--- src/rtl/vga_timing_gen.sv ---
// VGA pixel-timing generator: free-running x/y counters with registered sync, active-video and ticks.
// Optional macro SYNC_DELAY_EN adds a DLY_CYC-stage pix_ce-qualified delay line on the _d outputs.
module vga_timing_gen #(
  parameter int unsigned H_ACT    = 640,
  parameter int unsigned H_FP     = 16,
  parameter int unsigned H_SYNC   = 96,
  parameter int unsigned H_BP     = 48,
  parameter int unsigned V_ACT    = 480,
  parameter int unsigned V_FP     = 10,
  parameter int unsigned V_SYNC   = 2,
  parameter int unsigned V_BP     = 33,
  parameter bit          SYNC_POL = 1'b0,
  parameter int unsigned DLY_CYC  = 2
) (
  input  logic       clk,
  input  logic       reset,
  input  logic       pix_ce,
  output logic [9:0] pix_x,
  output logic [9:0] pix_y,
  output logic       hsync,
  output logic       vsync,
  output logic       video_on,
  output logic       line_tick,
  output logic       frame_tick,
  output logic       hsync_d,
  output logic       vsync_d,
  output logic       video_on_d
);

  localparam int unsigned HTotal = H_ACT + H_FP + H_SYNC + H_BP;
  localparam int unsigned VTotal = V_ACT + V_FP + V_SYNC + V_BP;

  localparam logic [9:0] HMax     = 10'(HTotal - 1);
  localparam logic [9:0] VMax     = 10'(VTotal - 1);
  localparam logic [9:0] HAct     = 10'(H_ACT);
  localparam logic [9:0] VAct     = 10'(V_ACT);
  localparam logic [9:0] HsStart  = 10'(H_ACT + H_FP);
  localparam logic [9:0] HsEnd    = 10'(H_ACT + H_FP + H_SYNC);
  localparam logic [9:0] VsStart  = 10'(V_ACT + V_FP);
  localparam logic [9:0] VsEnd    = 10'(V_ACT + V_FP + V_SYNC);
  localparam logic       SyncOn   = SYNC_POL;
  localparam logic       SyncOff  = ~SYNC_POL;

  if (HTotal > 1024 || VTotal > 1024 || DLY_CYC < 1 || DLY_CYC > 8) begin : gen_param_check
    $error("vga_timing_gen: illegal timing or delay parameters");
  end

  logic [9:0] x_q, x_d;
  logic [9:0] y_q, y_d;
  logic       hsync_q, hsync_nx;
  logic       vsync_q, vsync_nx;
  logic       video_on_q, video_on_nx;
  logic       line_tick_q, frame_tick_q;

  // Decode from next-count values so registered sync/video line up with the registered counts.
  always_comb begin
    x_d = (x_q == HMax) ? 10'd0 : x_q + 10'd1;
    y_d = y_q;
    if (x_q == HMax) begin
      y_d = (y_q == VMax) ? 10'd0 : y_q + 10'd1;
    end
    hsync_nx    = ((x_d >= HsStart) && (x_d < HsEnd)) ? SyncOn : SyncOff;
    vsync_nx    = ((y_d >= VsStart) && (y_d < VsEnd)) ? SyncOn : SyncOff;
    video_on_nx = (x_d < HAct) && (y_d < VAct);
  end

  always_ff @(posedge clk or negedge reset) begin
    if (!reset) begin
      x_q          <= HMax;
      y_q          <= VMax;
      hsync_q      <= SyncOff;
      vsync_q      <= SyncOff;
      video_on_q   <= 1'b0;
      line_tick_q  <= 1'b0;
      frame_tick_q <= 1'b0;
    end else if (pix_ce) begin
      x_q          <= x_d;
      y_q          <= y_d;
      hsync_q      <= hsync_nx;
      vsync_q      <= vsync_nx;
      video_on_q   <= video_on_nx;
      line_tick_q  <= (x_d == 10'd0);
      frame_tick_q <= (x_d == 10'd0) && (y_d == 10'd0);
    end else begin
      line_tick_q  <= 1'b0;
      frame_tick_q <= 1'b0;
    end
  end

  assign pix_x      = x_q;
  assign pix_y      = y_q;
  assign hsync      = hsync_q;
  assign vsync      = vsync_q;
  assign video_on   = video_on_q;
  assign line_tick  = line_tick_q;
  assign frame_tick = frame_tick_q;

`ifdef SYNC_DELAY_EN
  logic [DLY_CYC-1:0] hs_pipe_q, vs_pipe_q, vo_pipe_q;

  // Stage 0 captures the registered outputs, so hsync_d trails hsync by exactly DLY_CYC advances.
  always_ff @(posedge clk or negedge reset) begin
    if (!reset) begin
      hs_pipe_q <= {DLY_CYC{SyncOff}};
      vs_pipe_q <= {DLY_CYC{SyncOff}};
      vo_pipe_q <= '0;
    end else if (pix_ce) begin
      hs_pipe_q[0] <= hsync_q;
      vs_pipe_q[0] <= vsync_q;
      vo_pipe_q[0] <= video_on_q;
      for (int i = 1; i < DLY_CYC; i++) begin
        hs_pipe_q[i] <= hs_pipe_q[i-1];
        vs_pipe_q[i] <= vs_pipe_q[i-1];
        vo_pipe_q[i] <= vo_pipe_q[i-1];
      end
    end
  end

  assign hsync_d    = hs_pipe_q[DLY_CYC-1];
  assign vsync_d    = vs_pipe_q[DLY_CYC-1];
  assign video_on_d = vo_pipe_q[DLY_CYC-1];
`else
  assign hsync_d    = hsync_q;
  assign vsync_d    = vsync_q;
  assign video_on_d = video_on_q;
`endif

endmodule

--- config.mk ---
export PLATFORM = sky130hd
export DESIGN_NAME = vga_timing_gen
export DESIGN_NICKNAME = d
export VERILOG_FILES = /design/src/rtl/vga_timing_gen.sv
export SDC_FILE = /design/constraint.sdc
export NUM_CORES = 1
export LEC_CHECK = 0
export ABC_AREA = 1
export CAP_MARGIN = 20
export CORE_UTILIZATION = 48
export CTS_CLUSTER_DIAMETER = 50
export DETAILED_ROUTE_END_ITERATION = 6
export PLACE_DENSITY_LB_ADDON = 0.3
export SYNTH_ARGS = -nofsm -noshare
export SYNTH_HDL_FRONTEND = slang
export SYNTH_SLANG_ARGS = --single-unit
--- constraint.sdc ---
create_clock -name clk -period 1.7 [get_ports clk]
set_input_delay 0.34 -clock clk [delete_from_list [all_inputs] [get_ports clk]]
set_output_delay 0.34 -clock clk [all_outputs]
set_load 0.005 [all_outputs]
==> results.ini <==
[timing]
drv_slew=0
worst_slew_pin_slew_ns=0.329
max_slew_margin_pct=78.1
setup_viol=6
fin_ws_ns=-0.129
max_freq_ghz=0.547
tns_ns=-0.477
hold_violations=0
timing.hold.ws_ns=0.412
rsz0062_at_grt=yes
min_period_over_period_pct=108
period_minus_slack_ns=1.83
skew_ns=0.00770

[global_routing]
grt_max_degree=26
grt_antenna_before_repair=0
grt.overflow.total=0
grt_pass1_vias=1803
grt_pass1_wl_mm=8.38
track_usage_pct=26.3

[cts]
htreeDepth=1
tritoncts=done
clk_latency_ns=0.28
clk_path_buf_depth=2
cts_hold_buffers=0
root_buffer=clkbuf_8
cts_sinks=25
cts_buffers=3
clk_pin_slew_ns=0.10

[worst_setup_path]
endpoint_kind=register
cp-start-kind=register
worstPathRequired_ns=1.92
slowest_stage=dfstp_2
critical_path.max_fanout=6
critPathMaxStageDelay_ns=0.63
crit_arrival_ns=2.05
critPathKind=register to register
worstPathCellList=nand2_1 -> nor2_4 -> buf_4 -> nand4_1 -> nand2_1 -> nand4_4 -> nor2_4 -> nand3_2 -> nor2_1

[cells_and_area]
final_common_cell=nand2_1
area_growth_pct=49.0
finalNetCount=343
fin_util_pct=74.8
fin_area_um2=2740
antenna_cells=0
drive_above_1_share_pct=34.9
final_cell_mix=82 x nand2_1, 34 x buf_4, 30 x inv_1
fin_cells=383

[pwr]
power.density_nw_per_um2=1060
vdd_drop_max_v=0.000800
p_leak_nw=1.28
power_mw=2.91

[floorplanning]
rows=22
io_pins=31
core_area_um2=3660
die-area_um2=4080
start_util_pct=50.2
dieWidth_um=63.9
die_y_um=63.9

[detailed_routing]
drcViolationCount=0
drtAntennaViolNets=0
via_count=2020
wl_mm=5.26
via_per_inst=5.27
drtIter0Drc=117
wl_per_cell_um=13.7
drtPass1Iterations=4

[place]
place_hpwl_mm=3.36
preCtsSetupSlack_ns=-0.128
gp_congestion=0.978
placed_area_um2=2420
dp.cells=370
portBuffers=30

[synth]
synthMuxAreaShare_pct=0
synthCells=270
seq_area_frac_synth_pct=34.9
synthAdderAreaFrac_pct=2.72
yosys_warnings=0
netlist_area_um2=1840
syn_nets=277
synth.area.top_cells=nand2_1 19%, dfrtp_1 18%, dfstp_2 17%
synth_top_family_by_area=simple AND/OR/NAND/NOR gates
yosysUniqueCellTypes=28
synth-seq-cells=25
syn_avg_cell_area_um2=6.80
synth_top_cell_area_share_pct=18.6
synthSimpleGateAreaFrac_pct=42.2
yosysTopAreaCell=nand2_1
synthXorXnorAreaFrac_pct=0.954
synth_compound_area_share_pct=8.17

[outcome]
violations=negative setup slack
status=finished with violations

[run]
maxCapViolCount=0

[worst_hold_path]
hold_path.class=input pin to asynchronous set/reset pin

## sequential cells by signal (all words and copies together), names as in the netlist
signal,cells
frame_tick,1
hsync,1
line_tick,1
pix_x,10
pix_y,10
video_on,1
vsync,1
## per-layer routing
metal	part of all wire [%]	wire (µm)	vias up	global-route usage, %
li1	-	-	975	-
met1	42	2230	936	36.0
met2	48	2510	89	42.6
met3	7.4	391	20	3.04
met4	2.4	125	0	9.66
met5	0	0	-	0
## power by group
group | internal, mW | total, mW | switching (mW)
registers | 0.774 | 0.953 | 0.179
logic | 0.744 | 1.57 | 0.829
clock network | 0.167 | 0.383 | 0.216
## critical path: cells and delay by family, from the launching register on
| kind | cells | cell delay [ns] |
|---|---|---|
| and+or+nand+nor | 8 | 1.00 |
| buffers and inverters | 1 | 0.14 |
| DFF | 1 | 0.63 |
## path summary, 6_finish.rpt
kind                                      start                    to  slack (ns)  depth (start not counted)
setup reg to reg           pix_x[3]$_DFFE_PN1P_  frame_tick$_DFF_PN0_       -0.13                          9
max in group asynchronous                 reset  pix_x[8]$_DFFE_PN1P_        0.98                          2
min in group clk              vsync$_DFFE_PN1P_     vsync$_DFFE_PN1P_        0.50                          2
hold reg to reg               vsync$_DFFE_PN1P_     vsync$_DFFE_PN1P_        0.50                          2
hold / removal                            reset  pix_y[8]$_DFFE_PN0P_        0.41                          2
setup / recovery           pix_x[3]$_DFFE_PN1P_  frame_tick$_DFF_PN0_       -0.13                          9
## cells by family (layout without fill, tap and decap cells)
logic type                 Yosys count  after routing
buffers and inverters               47            112
and+or+nand+nor                    164            164
AOI/OAI and AO/OA                   28             28
adders and majority gates            4              4
xor gates and xnor gates             2              2
DFF                                 25             25
## cell usage after synthesis (all sizes together)
library cell and n:
o21bai 1, ha 4, a21oi 3, inv 35
dfstp 12, dfrtp 13, a21boi 1, nand3 25
clkbuf 5, o21a 2, nand4 8, nor2 38
and2 1, buf 7, o21ai 21, xor2 2
nand2 92
## repair_timing
action	CTS	global route
resized for setup	31	43
buffers inserted	4	7
endpoints found under the setup margin	17	19
pin swaps	2	12
## cell type report
type | count | area (µm²)
fillers | 269 | 923
multi-input cells | 198 | 1190
inverters | 35 | 134
well taps | 48 | 60.1
repair buffers | 73 | 662
clock inverters | 1 | 7.51
clock buffers | 3 | 41.3
flip-flops and latches | 25 | 643
No activity file was read; power rests on OpenSTA's default activity.
